`src/rtl/srt_div_post_if.sv`:
```
// Bundle of the raw SRT result bus and the buffered result handshake for srt_div_post.
interface srt_div_post_if #(
  parameter int W   = 8,
  parameter int LDW = 3
);
  logic           raw_vld_i;
  logic [W-1:0]   raw_rem_i;
  logic [W-1:0]   raw_quo_i;
  logic [LDW-1:0] raw_ld_i;
  logic [W-1:0]   dvs_i;
  logic           op1_neg_i;
  logic           op2_neg_i;
  logic           dz_i;
  logic           vld_o;
  logic           rdy_i;
  logic [W-1:0]   quo_o;
  logic [W-1:0]   rem_o;
  logic           dz_o;
  logic           afull_o;
  logic           ovf_o;

  // Raw side has no backpressure; result side pops exactly on edges where vld_o & rdy_i,
  // and the payload is stable while vld_o is high and rdy_i is low.
  modport master (
    output raw_vld_i, raw_rem_i, raw_quo_i, raw_ld_i, dvs_i, op1_neg_i, op2_neg_i, dz_i, rdy_i,
    input  vld_o, quo_o, rem_o, dz_o, afull_o, ovf_o
  );
  modport slave (
    input  raw_vld_i, raw_rem_i, raw_quo_i, raw_ld_i, dvs_i, op1_neg_i, op2_neg_i, dz_i, rdy_i,
    output vld_o, quo_o, rem_o, dz_o, afull_o, ovf_o
  );
endinterface

```
`src/rtl/srt_div_post.sv`:
```
// SRT divider post-processing: residual correction, denormalisation, result FIFO.
// Define SRT_POST_SIGNED_EN to apply operand-sign fix-up to quotient and remainder.
module srt_div_post #(
  parameter int W        = 8,
  parameter int LDW      = 3,
  parameter int DEPTH    = 4,
  parameter int AFULL_TH = 2
) (
  input logic           clk,
  input logic           rstn,
  srt_div_post_if.slave bus
);
  localparam int AW = $clog2(DEPTH);
  localparam int CW = AW + 2;
  localparam int EW = 2 * W + 1;

  logic           s1_vld, s1_dz;
  logic [W-1:0]   s1_rem, s1_quo;
  logic [LDW-1:0] s1_ld;
  logic           s2_vld;
  logic [EW-1:0]  s2_ent;
  logic [W-1:0]   shr, s2_quo_d, s2_rem_d;

`ifdef SRT_POST_SIGNED_EN
  logic s1_n1, s1_n2;
  always_ff @(posedge clk or negedge rstn) begin
    if (!rstn) begin
      s1_n1 <= 1'b0;
      s1_n2 <= 1'b0;
    end else if (bus.raw_vld_i) begin
      s1_n1 <= bus.op1_neg_i;
      s1_n2 <= bus.op2_neg_i;
    end
  end
`else
  logic unused_neg;
  assign unused_neg = bus.op1_neg_i ^ bus.op2_neg_i;
`endif

  // A negative residual means the last quotient digit overshot by one.
  always_ff @(posedge clk or negedge rstn) begin
    if (!rstn) begin
      s1_vld <= 1'b0;
      s1_rem <= '0;
      s1_quo <= '0;
      s1_ld  <= '0;
      s1_dz  <= 1'b0;
    end else begin
      s1_vld <= bus.raw_vld_i;
      if (bus.raw_vld_i) begin
        if (bus.raw_rem_i[W-1]) begin
          s1_rem <= bus.raw_rem_i + bus.dvs_i;
          s1_quo <= bus.raw_quo_i - W'(1);
        end else begin
          s1_rem <= bus.raw_rem_i;
          s1_quo <= bus.raw_quo_i;
        end
        s1_ld <= bus.raw_ld_i;
        s1_dz <= bus.dz_i;
      end
    end
  end

  assign shr = s1_rem >> s1_ld;

  always_comb begin
    s2_quo_d = s1_quo;
    s2_rem_d = shr;
`ifdef SRT_POST_SIGNED_EN
    if (s1_n1 ^ s1_n2) s2_quo_d = -s1_quo;
    if (s1_n1) s2_rem_d = -shr;
`endif
    if (s1_dz) begin
      s2_quo_d = '1;
      s2_rem_d = '0;
    end
  end

  always_ff @(posedge clk or negedge rstn) begin
    if (!rstn) begin
      s2_vld <= 1'b0;
      s2_ent <= '0;
    end else begin
      s2_vld <= s1_vld;
      if (s1_vld) s2_ent <= {s1_dz, s2_rem_d, s2_quo_d};
    end
  end

  logic [EW-1:0] mem [DEPTH];
  logic [AW-1:0] wr_ptr, rd_ptr;
  logic [AW:0]   count;
  logic          full, vld, pop, wr, drop;
  logic [EW-1:0] head, last;

  assign full = (count == (AW+1)'(DEPTH));
  assign vld  = (count != '0);
  assign pop  = vld & bus.rdy_i;
  assign wr   = s2_vld & (~full | pop);
  assign drop = s2_vld & full & ~pop;
  assign head = mem[rd_ptr];

  always_ff @(posedge clk) begin
    if (wr) mem[wr_ptr] <= s2_ent;
  end

  always_ff @(posedge clk or negedge rstn) begin
    if (!rstn) begin
      wr_ptr  <= '0;
      rd_ptr  <= '0;
      count   <= '0;
      last    <= '0;
      bus.afull_o <= 1'b0;
      bus.ovf_o   <= 1'b0;
    end else begin
      if (wr)  wr_ptr <= wr_ptr + AW'(1);
      if (pop) rd_ptr <= rd_ptr + AW'(1);
      case ({wr, pop})
        2'b10:   count <= count + (AW+1)'(1);
        2'b01:   count <= count - (AW+1)'(1);
        default: count <= count;
      endcase
      if (vld)  last <= head;
      if (drop) bus.ovf_o <= 1'b1;
      bus.afull_o <= (CW'(count) + CW'(s1_vld) + CW'(s2_vld)) >= CW'(AFULL_TH);
    end
  end

  // Once the FIFO drains, the last presented entry stays on the outputs.
  assign bus.vld_o = vld;
  assign {bus.dz_o, bus.rem_o, bus.quo_o} = vld ? head : last;
endmodule

```
`src/flat_wrapper.sv`:
```
// flat-port wrapper written by rule: the top's interface ports become plain ports
module srt_div_post_flat 
#(
  parameter int W        = 8,
  parameter int LDW      = 3,
  parameter int DEPTH    = 4,
  parameter int AFULL_TH = 2
)
  (clk, rstn, bus_raw_vld_i, bus_raw_rem_i, bus_raw_quo_i, bus_raw_ld_i, bus_dvs_i, bus_op1_neg_i, bus_op2_neg_i, bus_dz_i, bus_rdy_i, bus_vld_o, bus_quo_o, bus_rem_o, bus_dz_o, bus_afull_o, bus_ovf_o);
  srt_div_post_if #(.W(W), .LDW(LDW)) bus_i ();
  input logic clk;
  input logic rstn;
  input wire logic [$bits(bus_i.raw_vld_i)-1:0] bus_raw_vld_i;
  input wire logic [$bits(bus_i.raw_rem_i)-1:0] bus_raw_rem_i;
  input wire logic [$bits(bus_i.raw_quo_i)-1:0] bus_raw_quo_i;
  input wire logic [$bits(bus_i.raw_ld_i)-1:0] bus_raw_ld_i;
  input wire logic [$bits(bus_i.dvs_i)-1:0] bus_dvs_i;
  input wire logic [$bits(bus_i.op1_neg_i)-1:0] bus_op1_neg_i;
  input wire logic [$bits(bus_i.op2_neg_i)-1:0] bus_op2_neg_i;
  input wire logic [$bits(bus_i.dz_i)-1:0] bus_dz_i;
  input wire logic [$bits(bus_i.rdy_i)-1:0] bus_rdy_i;
  output wire logic [$bits(bus_i.vld_o)-1:0] bus_vld_o;
  output wire logic [$bits(bus_i.quo_o)-1:0] bus_quo_o;
  output wire logic [$bits(bus_i.rem_o)-1:0] bus_rem_o;
  output wire logic [$bits(bus_i.dz_o)-1:0] bus_dz_o;
  output wire logic [$bits(bus_i.afull_o)-1:0] bus_afull_o;
  output wire logic [$bits(bus_i.ovf_o)-1:0] bus_ovf_o;
  assign bus_i.raw_vld_i = bus_raw_vld_i;
  assign bus_i.raw_rem_i = bus_raw_rem_i;
  assign bus_i.raw_quo_i = bus_raw_quo_i;
  assign bus_i.raw_ld_i = bus_raw_ld_i;
  assign bus_i.dvs_i = bus_dvs_i;
  assign bus_i.op1_neg_i = bus_op1_neg_i;
  assign bus_i.op2_neg_i = bus_op2_neg_i;
  assign bus_i.dz_i = bus_dz_i;
  assign bus_i.rdy_i = bus_rdy_i;
  assign bus_vld_o = bus_i.vld_o;
  assign bus_quo_o = bus_i.quo_o;
  assign bus_rem_o = bus_i.rem_o;
  assign bus_dz_o = bus_i.dz_o;
  assign bus_afull_o = bus_i.afull_o;
  assign bus_ovf_o = bus_i.ovf_o;
  srt_div_post #(.W(W), .LDW(LDW), .DEPTH(DEPTH), .AFULL_TH(AFULL_TH)) u_core (.clk(clk), .rstn(rstn), .bus(bus_i));
endmodule
```
`config.mk`:
```
export PLATFORM = sky130hd
export DESIGN_NAME = srt_div_post_flat
export DESIGN_NICKNAME = d
export VERILOG_FILES = /design/src/rtl/srt_div_post_if.sv /design/src/rtl/srt_div_post.sv /design/src/flat_wrapper.sv
export SDC_FILE = /design/constraint.sdc
export NUM_CORES = 1
export LEC_CHECK = 0
export CORE_UTILIZATION = 52
export DETAILED_ROUTE_END_ITERATION = 8
export PLACE_DENSITY = 0.84
export SLEW_MARGIN = 20
export SYNTH_ARGS = -nofsm -noshare
export SYNTH_HDL_FRONTEND = slang
export SYNTH_SLANG_ARGS = --single-unit
```
`constraint.sdc`:
```
create_clock -name clk -period 2.2 [get_ports clk]
set_input_delay 0.44 -clock clk [delete_from_list [all_inputs] [get_ports clk]]
set_output_delay 0.44 -clock clk [all_outputs]
set_load 0.05 [all_outputs]
```
; ---- Word level (Yosys, flattened, before mapping)
; Memory sizes are Yosys's and may differ from the RTL's.
; Cells that the tools add are included.
[op_classes]
n_addsub = 8
n_lt_le_gt_ge = 1
n_eq_ne = 3
shift = 1
n_mux = 8
n_bitwise = 7
reduce_logical = 2
[ops]
columns = op, n
row1 = two-way mux 8 bit, 4
row2 = two-way mux 17 bit, 1
row3 = adder 8 bit, 1
row4 = right shift 8 x 3 -> 8 bit, 1
row5 = subtractor 8 x 1 -> 8 bit (second input constant), 1
row6 = one-hot mux 3 bit (2 select lines), 1
row7 = adder 2 x 1 -> 2 bit (second input constant), 2
row8 = adder 3 x 1 -> 4 bit, 1
row9 = adder 4 x 1 -> 4 bit, 1
row10 = bitwise AND 1 bit, 4
row11 = greater-or-equal comparator 4 x 2 -> 1 bit (second input constant), 1
row12 = adder 3 x 1 -> 3 bit (second input constant), 1
row13 = equality test 3 bit (second input constant), 1
row14 = nonzero test 3 bit, 1
row15 = subtractor 3 x 1 -> 3 bit (second input constant), 1
row16 = equality test 2 x 1 -> 1 bit (second input constant), 1
row17 = equality test 2 bit (second input constant), 1
row18 = two-way mux 1 bit, 2
row19 = NOT 1 bit, 2
row20 = nonzero test 2 bit, 1
row21 = bitwise OR 1 bit, 1
[totals]
regBits = 65
ramBits = 68
inputBits = 34
output_inout_bits = 20
word_cells = 44
mem_count = 1
[mem_list]
columns = name, words, word_bits, rd, rd_clocked_by_memory_dff, write_ports, line_no
row1 = u_core.mem, 4, 17, 1, 0, 1, srt_div_post.sv:89  ; logic [EW-1:0] mem [DEPTH];

; ---- Depth between registers and ports, before layout
; Gate-level depths: netlist of the first run.
[depth]
depth_word = 6
ltp_mapped = 8
ltp_nobuf = 8

; ---- Worst setup path before layout of the first run
; No wires, ideal clock.
[synth_path]
path_type = reg-to-reg
start = register u_core.count[2]
end = register u_core.count[1]
setup_time_ps = 87
t_arrival_ps = 2263
required_time_ps = 2113
path_slack_ps = -150
stages_incl_launch_ff = 8
n_path_buf = 1
synth_period_minus_slack_ps = 2350
cell_sequence = dfrtp_1 or3_1 clkbuf_1 nand2_1 fa_1 nor3_1 o21ai_0 a22oi_1
[synth_via]
elab_chain_len = 6
elab_cells_between_ends = 10
classes_between = eq/ne: 3 / mux: 1 / bitwise: 4 / reduce/logical: 2
[synth_rtl]
columns = element, line_no
row1 = "start, declared", srt_div_post.sv:91  ; logic [AW:0] count;
row2 = "start signal, assigned", srt_div_post.sv:118  ; 2'b10: count <= count + (AW+1)'(1);
row3 = "start signal, assigned", srt_div_post.sv:119  ; 2'b01: count <= count - (AW+1)'(1);
row4 = "start signal, assigned", srt_div_post.sv:120  ; default: count <= count;
row5 = nonzero test 3 bit *, srt_div_post.sv:96  ; assign vld = (count != '0);
row6 = via bus_vld_o, flat_wrapper.sv:22  ; output wire logic [$bits(bus_i.vld_o)-1:0] bus_vld_o;
row7 = bitwise AND 1 bit *, srt_div_post.sv:97  ; assign pop = vld & bus.rdy_i;
row8 = bitwise OR 1 bit, srt_div_post.sv:98  ; assign wr = s2_vld & (~full | pop);
row9 = bitwise AND 1 bit, srt_div_post.sv:98
row10 = equality test 2 x 1 -> 1 bit / equality test 2 bit (equally long branches), srt_div_post.sv:117  ; case ({wr, pop})
row11 = one-hot mux 3 bit (2 select lines) / nonzero test 2 bit (equally long branches), --
; The timed path passes the listed nets; every way through them passes the cells marked *.
; A chain may end at the register's enable or synchronous reset.

; ---- Final worst setup path of the first run
[layout_path]
start = register u_core.rd_ptr[0]
end = output port bus_quo_o[5]
[layout_via]
elab_chain_len = 2
[layout_rtl]
columns = element, line_no
row1 = "start, declared", srt_div_post.sv:90  ; logic [AW-1:0] wr_ptr, rd_ptr;
row2 = "start signal, assigned", srt_div_post.sv:116  ; if (pop) rd_ptr <= rd_ptr + AW'(1);
row3 = memory (4 x 17 bit), --
row4 = two-way mux 17 bit, srt_div_post.sv:130  ; assign {bus.dz_o, bus.rem_o, bus.quo_o} = vld ? head : last;
row5 = "end, declared", flat_wrapper.sv:23  ; output wire logic [$bits(bus_i.quo_o)-1:0] bus_quo_o;
; No other way between the ends.

==> flow_summary.ini, run 1 <==
[floorplanning]
die_h_um = 107
initial_core_util_pct = 53.2
die-area_mm2 = 0.0115
horizontal_extent_of_the_die_um = 107
fp.coreArea_mm2 = 0.0108
top_level_ports = 54
core.rowCount = 38

[sta]
tightest_slew_ps = 681
setup_tns_ps = -6460
number_of_hold_violations_in_the_final_report = 0
skew_final_ps = 12.8
max_freq_mhz = 383
rsz0062_at_grt = yes
worst_slew_margin_rel_pct = 54.6
worst_hold_slack_ps = 502
post-route-worst-setup-slack_ps = -408
timing.final.crit_share_pct = 119
post-route-min-period_ps = 2610
finalMaxSlewViolations = 0
setup_viol_count_final = 17

[setup_path]
worst-path-max-fanout = 6
critPathArrivalTime_ps = 2170
crit_path_max_incr_delay_ps = 500
timing.reg2reg.worst_path_depth = 6
setup.worst_path.start_class = register
critical_path_required_ps = 1760
criticalPathCategory = register to output pin
worst_path_most_repeated_cell = sky130_fd_sc_hd__buf_8
cp-end-kind = output pin
timing.reg2reg.setup_slack_ps = 220
crit_path_cell_trace = buf_4 -> buf_8 -> mux4_2 -> mux2_4 -> buf_8
crit_path_top_delay_cell = sky130_fd_sc_hd__mux4_2

[detailed_routing]
highest-signal-layer = met4
met3WireLength_um = 429
drt_wl_total_mm = 11.6
drc = 0
vias = 3566
wl_met1_mm = 4.91
wl_met2_mm = 6.07
wl_per_cell_um = 18.1
antenna_left = 0
detailedRoute.firstIterationViolations = 219
vias_per_cell = 5.56
drt_first_pass_iters = 4

[power_and_ir_drop]
power.net_switching_mw = 3.69
power.total_mw = 10.8
combinationalPowerShare_pct = 42.2
p_int_mw = 7.15
share_seq_of_total_power_pct = 32.9
power_density_mw_per_mm2 = 1450
peak_supply_drop_v = 0.00101
cellLeakagePower_nw = 2.97
p_clk_share_pct = 24.9
power_switching_share_pct = 34.0

[clock_tree]
cts_tree = done
clockBufferDepth = 2
insertion_delay_ps = 520
clkTransAtPathRegs_ps = 60
cts.htree.levels = 4
cts_made_buffers = 17
cts-root-buf = sky130_fd_sc_hd__clkbuf_8
clock-sinks = 133

[global_routing]
grt_pass1_wl_mm = 19.0
vias_in_the_first_global_route = 3715
maximum_number_of_pins_on_one_net_before_global_route_repair = 27
grt_usage_pct = 22.4
grt_antenna_before_repair = 0
grt.overflow.total = 0

[final_layout]
diodes = 0
final_nets = 538
design_area_mm2 = 0.00746
layout_cell_share_with_drive_strength_beyond_1_pct = 26.1
non_filler_instance_count_after_layout = 641
area.growth.synth_to_final_pct = 29.3
utilization_after_layout_pct = 68.8
n_fill_cell = 723

[synthesis]
synth_top_area_share_pct = 35.4
synthTopCellsByCount = sky130_fd_sc_hd__edfxtp_1, sky130_fd_sc_hd__dfrtp_1, sky130_fd_sc_hd__nor2_1
ys_async_sr_fraction_pct = 48.9
syn_area_mm2 = 0.00577
yosys.cell_count.top_type = sky130_fd_sc_hd__edfxtp_1
number_of_nets_in_the_synthesized_netlist = 448
synth-warning-count = 0
synth-seq-cells = 133
synth-edff-count = 68
yosysTopAreaCell = sky130_fd_sc_hd__edfxtp_1
synthesis.instances = 398
synthTopCellsByArea = sky130_fd_sc_hd__edfxtp_1, sky130_fd_sc_hd__dfrtp_1, sky130_fd_sc_hd__mux4_2
synth_ff_type = sky130_fd_sc_hd__edfxtp_1
ys_seq_area_share_pct = 63.6
synth.distinct_cells = 47
synthesis.area_per_instance_um2 = 14.5

[worst_hold_path]
min_path_type = primary input to asynchronous set/reset pin

[placement]
place_hpwl_mm = 7.28
port_buffers = 51
final_wtd_congestion = 0.813
post-place-cells = 598
dpl_cell_area_mm2 = 0.00660
placement.setup.worst_slack_ps = -294

[run_status]
outcome = complete, but fails checks
failed_checks = negative setup slack

[flow_run]
cap_violations = 0
-- cell families after synthesis --
family	after synthesis	synth area share [%]
adders and majority gates	16	3.86
buffers and inverters	35	2.71
xor gates and xnor gates	13	1.97
DFF	133	63.6
AOI/OAI and AO/OA	66	7.16
muxes	52	13.9
and+or+nand+nor	83	6.83
-- placed cells by master (no fill, tap or decap), types with 7 or more instances in the layout --
cell / Yosys / layout
sky130_fd_sc_hd__inv_1: 16 / 16
sky130_fd_sc_hd__edfxtp_1: 68 / 68
sky130_fd_sc_hd__buf_8: 0 / 9
sky130_fd_sc_hd__clkdlybuf4s50_1: 0 / 32
sky130_fd_sc_hd__mux4_2: 20 / 20
sky130_fd_sc_hd__a21oi_1: 29 / 29
sky130_fd_sc_hd__buf_6: 1 / 11
sky130_fd_sc_hd__xnor2_1: 9 / 9
sky130_fd_sc_hd__mux2_4: 0 / 17
sky130_fd_sc_hd__mux2i_1: 8 / 8
sky130_fd_sc_hd__buf_4: 2 / 25
sky130_fd_sc_hd__dfrtp_1: 65 / 64
sky130_fd_sc_hd__ha_1: 13 / 13
sky130_fd_sc_hd__o21ai_0: 9 / 9
sky130_fd_sc_hd__clkbuf_16: 0 / 16
sky130_fd_sc_hd__nor2_1: 36 / 36
sky130_fd_sc_hd__mux2_2: 24 / 7
sky130_fd_sc_hd__buf_12: 0 / 9
sky130_fd_sc_hd__nand2_1: 15 / 15
-- flip-flops by register name, indices dropped and copies added (netlist names), 2 cells and up --
name	count
u_core.rd_ptr	2
u_core.last	17
u_core.mem	68
u_core.wr_ptr	2
u_core.s1_ld	3
u_core.s1_rem	8
u_core.count	3
u_core.s2_ent	17
u_core.s1_quo	8
-- power by group through the flow --
stage               Clock, mW  Sequential (mW)  Combinational, mW
floorplan                   0             3.51               2.57
global placement            0             3.53               3.60
detailed placement          0             3.58               3.68
CTS                      2.72             3.55               4.52
global route             2.85             3.61               4.82
finish                   2.70             3.57               4.58
-- routing by layer --
metal | vias to the layer above | track usage, %
met5 | - | 0
li1 | 1657 | -
met3 | 13 | 5.45
met4 | 0 | 8.12
met1 | 1790 | 26.8
met2 | 106 | 39.4
-- final timing paths --
check | from | to
setup / recovery | u_core.rd_ptr[0]$_DFFE_PN0N_ | bus_quo_o[5]
hold / removal | rstn | u_core.last[3]$_DFF_PN0_
setup reg to reg | u_core.count[0]$_DFFE_PN0P_ | u_core.count[1]$_DFFE_PN0P_
hold reg to reg | u_core.last[3]$_DFF_PN0_ | u_core.last[3]$_DFF_PN0_
max in group asynchronous | rstn | u_core.count[2]$_DFFE_PN0P_
min in group clk | u_core.last[3]$_DFF_PN0_ | u_core.last[3]$_DFF_PN0_
-- what timing repair did --
item                                   4_1_cts  5_1_grt
gates resized for setup                     49        2
setup endpoints to repair                   18       17
hold buffers                                 1        0
setup buffers                                9        1
endpoints found under the hold margin       24        0
-- worst max-delay path, delay by kind of cell, from the launching register on --
| kind | cells | cell delay (ps) |
|---|---|---|
| buffers and inverters | 3 | 430 |
| DFF | 1 | 420 |
| muxes | 2 | 790 |
-- cell type report --
cell class	count	area (um^2)	area share, %
clock buffer	22	433	5.81
timing repair buffer	88	962	12.9
multi-input combinational	230	2010	27.0
inverter	18	72.6	0.973
clock inverter	10	131	1.76
tap	140	175	2.35
sequential	133	3670	49.2
No activity file was read; power rests on OpenSTA's default activity.
==> run 2: changes to the inputs <==
--- a/config.mk
+++ b/config.mk
@@ -7,6 +7,7 @@
 export LEC_CHECK = 0
 export CORE_UTILIZATION = 52
 export DETAILED_ROUTE_END_ITERATION = 8
+export GPL_TIMING_DRIVEN = 0
 export PLACE_DENSITY = 0.84
 export SLEW_MARGIN = 20
 export SYNTH_ARGS = -nofsm -noshare
==> run 2 against run 1 <==
  * Sequential cell count stayed put
  * Register-to-register slack lost 110 ps
  * The run still ends with negative setup slack left
  * Critical path type unchanged
  * Clock power down 4%
  * Final area fell by 1.4%
  * Die area unchanged
==> flow_summary.ini, run 2 (same netlist as run 1, synthesis figures left out) <==
[run_status]
outcome = complete, but fails checks
failed_checks = negative setup slack

[detailed_routing]
drt_first_pass_iters = 4
detailedRoute.firstIterationViolations = 222
vias = 3440
wl_per_cell_um = 16.7
drt_wl_total_mm = 10.6
drc = 0
vias_per_cell = 5.42
antenna_left = 0

[floorplanning]
die_h_um = 107
core.rowCount = 38
horizontal_extent_of_the_die_um = 107
die-area_mm2 = 0.0115
fp.coreArea_mm2 = 0.0108
top_level_ports = 54
initial_core_util_pct = 53.2

[power_and_ir_drop]
power.total_mw = 10.7
cellLeakagePower_nw = 2.92
power_density_mw_per_mm2 = 1450
peak_supply_drop_v = 0.00129

[clock_tree]
clockBufferDepth = 2
clock-sinks = 133
cts.htree.levels = 4
insertion_delay_ps = 510
cts-root-buf = sky130_fd_sc_hd__clkbuf_8
cts_made_buffers = 17
clkTransAtPathRegs_ps = 60
cts_tree = done

[final_layout]
area.growth.synth_to_final_pct = 27.5
top_register_by_number_of_flip_flops = u_core.mem
layout.area.seq_mm2 = 0.00367
non_filler_instance_count_after_layout = 635
most-common-layout-cells = sky130_fd_sc_hd__edfxtp_1, sky130_fd_sc_hd__dfrtp_1, sky130_fd_sc_hd__nor2_1
largest_register_ffs = 68
final_nets = 532
diodes = 0
layout.cells.most_common = sky130_fd_sc_hd__edfxtp_1
layout_cell_share_with_drive_strength_beyond_1_pct = 26.5
multi_input_area_mm2 = 0.00202
largest_registers = u_core.mem (68), u_core.last (17), u_core.s2_ent (17)
n_fill_cell = 752

[setup_path]
criticalPathCategory = register to output pin
worst-path-max-fanout = 5
critPathArrivalTime_ps = 2130
cp-end-kind = output pin
setup.worst_path.start_class = register
timing.reg2reg.setup_slack_ps = 110
critical_path_required_ps = 1760

[global_routing]
maximum_number_of_pins_on_one_net_before_global_route_repair = 40
grt_antenna_before_repair = 0
grt.overflow.total = 0
grt_pass1_wl_mm = 17.4
vias_in_the_first_global_route = 3519
grt_usage_pct = 20.3

[sta]
skew_final_ps = 6.51
worst_slew_margin_rel_pct = 67.0
max_freq_mhz = 389
post-route-min-period_ps = 2570
tightest_slew_ps = 494
rsz0062_at_grt = yes
setup_viol_count_final = 17
post-route-worst-setup-slack_ps = -373
number_of_hold_violations_in_the_final_report = 0
setup_tns_ps = -5970
finalMaxSlewViolations = 0
timing.final.crit_share_pct = 117

[placement]
post-place-cells = 589
final_wtd_congestion = 0.825
port_buffers = 50
place_hpwl_mm = 6.98

[flow_run]
cap_violations = 0

[worst_hold_path]
min_path_type = primary input to register
[run 2: cell count changes in the layout (fill, tap and decap cells not counted), sizes merged]
cell           delta
bufinv            -3
buf              -13
clkinvlp          -2
inv               +7
clkbuf            +6
clkdlybuf4s50     -1
[run 2: final cells by class]
type / count / share of cell area, %
tap: 140 / 2.38
inverter: 18 / 0.987
clock buffer: 20 / 6.36
buffer: 16 / 1.63
multi-input combinational: 230 / 27.5
clock inverter: 12 / 1.19
timing repair buffer: 66 / 10.0
sequential: 133 / 49.9
[run 2: where the power goes]
| group | internal, mW | leakage, nW | switching (mW) |
|---|---|---|---|
| Combinational | 2.20 | 1.27 | 2.35 |
| Sequential | 3.26 | 1.37 | 0.288 |
| Clock | 1.53 | 0.282 | 1.07 |
[run 2: metrics by stage]
step           hold WS, ps  worst slack (ps)  area [um^2]  util, %
2_1_floorplan          144               105         5770        -
6_report               211              -373         7360     67.9
5_1_grt                223              -456         7360     67.9
4_1_cts                198              -384         7320     67.5
3_3_place_gp           403             -1390         6450     59.5
3_5_place_dp           386              -740         6470     59.6
[run 2: worst paths after layout]
check,to,start,cells after the start
max,bus_rem_o[1],u_core.rd_ptr[0]$_DFFE_PN0N_,5
min,u_core.s1_rem[7]$_DFFE_PN0P_,bus_raw_rem_i[7],3
max reg2reg,u_core.count[1]$_DFFE_PN0P_,u_core.count[2]$_DFFE_PN0P_,7
min reg2reg,u_core.s2_vld$_DFF_PN0_,u_core.s1_vld$_DFF_PN0_,0
max in group asynchronous,u_core.rd_ptr[1]$_DFFE_PN0N_,rstn,3
min in group asynchronous,u_core.last[3]$_DFF_PN0_,rstn,2
[run 2: metal layers]
layer,track usage (%),part of all wire (%)
met1,26.0,44
met2,33.8,51
met3,5.51,4.0
met4,6.56,0.85
met5,0,0
[run 2: repair_timing]
action,CTS,global route
setup buffers,10,3
resized for setup,169,6
setup endpoints to repair,18,81
cloned,1,0
hold endpoints to repair,26,0
hold buffers,1,0
[run 2: worst max-delay path: stages, from the launching register on]
cell                      delay [ps]
sky130_fd_sc_hd__dfrtp_1         380
sky130_fd_sc_hd__buf_12          140
sky130_fd_sc_hd__buf_12          120
sky130_fd_sc_hd__mux4_2          530
sky130_fd_sc_hd__mux2_4          290
sky130_fd_sc_hd__buf_6           150
==> run 3: changes to the inputs <==
--- a/config.mk
+++ b/config.mk
@@ -7,9 +7,11 @@
 export LEC_CHECK = 0
 export CORE_UTILIZATION = 52
 export DETAILED_ROUTE_END_ITERATION = 8
+export GPL_ROUTABILITY_DRIVEN = 0
 export GPL_TIMING_DRIVEN = 0
 export PLACE_DENSITY = 0.84
 export SLEW_MARGIN = 20
 export SYNTH_ARGS = -nofsm -noshare
 export SYNTH_HDL_FRONTEND = slang
 export SYNTH_SLANG_ARGS = --single-unit
+export TNS_END_PERCENT = 30
==> run 3 against run 2 <==
  * The flow still finishes with violations (negative setup slack)
  * Non-clock buffer count is 6 lower
  * Sequential share of layout area is 0.45 points higher
  * Largest cell class unchanged
  * Critical path type unchanged
  * Final area is 0.92% lower
  * Critical path depth stayed put
  * Hold slack better by 0.60 ps
==> flow_summary.ini, run 3 (same netlist as run 1, synthesis figures left out) <==
[run_status]
outcome = complete, but fails checks
failed_checks = negative setup slack

[placement]
place_hpwl_mm = 6.98
post-place-cells = 589
port_buffers = 50

[setup_path]
worst-path-max-fanout = 5
critPathArrivalTime_ps = 2130
crit_path_top_delay_cell = sky130_fd_sc_hd__mux4_2
cp-end-kind = output pin
crit_path_cell_trace = buf_12 -> buf_12 -> mux4_2 -> mux2_4 -> buf_6
criticalPathCategory = register to output pin
setup.worst_path.start_class = register
worstPathBufferInverterCount = 3
worst_path_most_repeated_cell = sky130_fd_sc_hd__buf_12
critical_path_required_ps = 1760
crit_path_max_incr_delay_ps = 530
timing.critical_path.max_delay_family = multiplexers

[final_layout]
diodes = 0
layout_cell_share_with_drive_strength_beyond_1_pct = 25.4
layout.cells.most_common = sky130_fd_sc_hd__edfxtp_1
top_register_by_number_of_flip_flops = u_core.mem
most-common-layout-cells = sky130_fd_sc_hd__edfxtp_1, sky130_fd_sc_hd__dfrtp_1, sky130_fd_sc_hd__nor2_1
area.growth.synth_to_final_pct = 26.3
largest_registers = u_core.mem (68), u_core.last (17), u_core.s2_ent (17)
final_nets = 526
non_filler_instance_count_after_layout = 629
largest_register_ffs = 68

[clock_tree]
clockBufferDepth = 2
cts_tree = done
clock-sinks = 133
insertion_delay_ps = 520
clkTransAtPathRegs_ps = 60
cts_made_buffers = 17
cts-root-buf = sky130_fd_sc_hd__clkbuf_8
cts.htree.levels = 4

[global_routing]
vias_in_the_first_global_route = 3487
grt_antenna_before_repair = 0
maximum_number_of_pins_on_one_net_before_global_route_repair = 40
grt_pass1_wl_mm = 17.3
grt_usage_pct = 20.1
grt.overflow.total = 0

[power_and_ir_drop]
power.net_switching_mw = 3.67
power_switching_share_pct = 35.0
share_seq_of_total_power_pct = 33.9
combinationalPowerShare_pct = 41.4
p_int_mw = 6.83
peak_supply_drop_v = 0.00123
p_clk_share_pct = 24.8
power_density_mw_per_mm2 = 1440
cellLeakagePower_nw = 2.88

[detailed_routing]
antenna_left = 0
wl_per_cell_um = 16.8
drt_first_pass_iters = 4
drc = 0
drt_wl_total_mm = 10.6
vias = 3428
vias_per_cell = 5.45
detailedRoute.firstIterationViolations = 226

[floorplanning]
die_h_um = 107
die-area_mm2 = 0.0115
core.rowCount = 38
horizontal_extent_of_the_die_um = 107
initial_core_util_pct = 53.2
fp.coreArea_mm2 = 0.0108
top_level_ports = 54

[worst_hold_path]
min_path_type = primary input to register

[sta]
setup_tns_ps = -5790
post-route-worst-setup-slack_ps = -368
post-route-min-period_ps = 2570
skew_final_ps = 5.78
finalMaxSlewViolations = 0
rsz0062_at_grt = yes
worst_slew_margin_rel_pct = 66.0
max_freq_mhz = 389
number_of_hold_violations_in_the_final_report = 0
timing.final.crit_share_pct = 117
setup_viol_count_final = 17
tightest_slew_ps = 510

[flow_run]
cap_violations = 0
## run 3: cell count changes in the layout (fill, tap and decap cells not counted)
cell                       delta
sky130_fd_sc_hd__buf_6        +6
sky130_fd_sc_hd__buf_4        -6
sky130_fd_sc_hd__buf_8        -5
sky130_fd_sc_hd__clkbuf_8     -1
sky130_fd_sc_hd__dfrtp_2      -1
sky130_fd_sc_hd__dfrtp_1      +1
## run 3: timing repair
| action | CTS | global route |
|---|---|---|
| endpoints found under the setup margin | 18 | 81 |
| resized for setup | 150 | 19 |
| hold buffers | 1 | 0 |
| setup buffers | 4 | 3 |
| gates cloned | 1 | 0 |
| endpoints found under the hold margin | 26 | 0 |
## run 3: path summary, 6_finish.rpt
check,slack [ps],depth (start not counted),startpoint,to
max in group asynchronous,1280,3,rstn,u_core.rd_ptr[1]$_DFFE_PN0N_
setup / recovery,-370,5,u_core.rd_ptr[0]$_DFFE_PN0N_,bus_rem_o[1]
hold reg to reg,430,0,u_core.s1_vld$_DFF_PN0_,u_core.s2_vld$_DFF_PN0_
hold / removal,210,3,bus_raw_rem_i[7],u_core.s1_rem[7]$_DFFE_PN0P_
min in group asynchronous,380,2,rstn,u_core.last[3]$_DFF_PN0_
setup reg to reg,40,7,u_core.count[1]$_DFFE_PN0P_,u_core.count[1]$_DFFE_PN0P_
## run 3: final cells by class
class | instances | area [um^2]
Inverter | 18 | 72.6
Clock inverter | 12 | 87.6
Fill cell | 763 | 3550
Tap cell | 140 | 175
Buffer | 16 | 121
Clock buffer | 20 | 468
Sequential cell | 133 | 3670
Timing Repair Buffer | 60 | 669
Multi-Input combinational cell | 230 | 2020
## run 3: per-layer routing
metal	global-route usage [%]	part of all wire, %	vias up
li1	-	-	1629
met5	0	0	-
met3	5.51	4.2	14
met4	6.56	1.0	0
met1	25.9	45	1693
met2	33.3	50	92
## run 3: per-stage QoR
stage	power, mW	utilization, %	area (um^2)	hold WS (ps)	setup slack [ps]
final	10.5	67.2	7290	212	-368
after global routing	11.0	67.2	7290	223	-442
after CTS	10.4	66.7	7230	198	-388
after detailed placement	7.17	59.6	6470	386	-740
after global placement	7.03	59.5	6450	403	-1390
after floorplan	6.09	-	5770	144	105
## run 3: power by group through the flow
stage / combinational [mW] / sequential, mW / clock, mW
6_report: 4.34 / 3.56 / 2.60
4_1_cts: 4.20 / 3.56 / 2.64
2_1_floorplan: 2.57 / 3.51 / 0
3_5_place_dp: 3.61 / 3.56 / 0
3_3_place_gp: 3.52 / 3.51 / 0
5_1_grt: 4.61 / 3.61 / 2.77
## run 3: worst min-delay path, cell delays in order
cell                      delay (ps)
sky130_fd_sc_hd__buf_6           120
sky130_fd_sc_hd__nand2_1          60
sky130_fd_sc_hd__o22ai_1          60
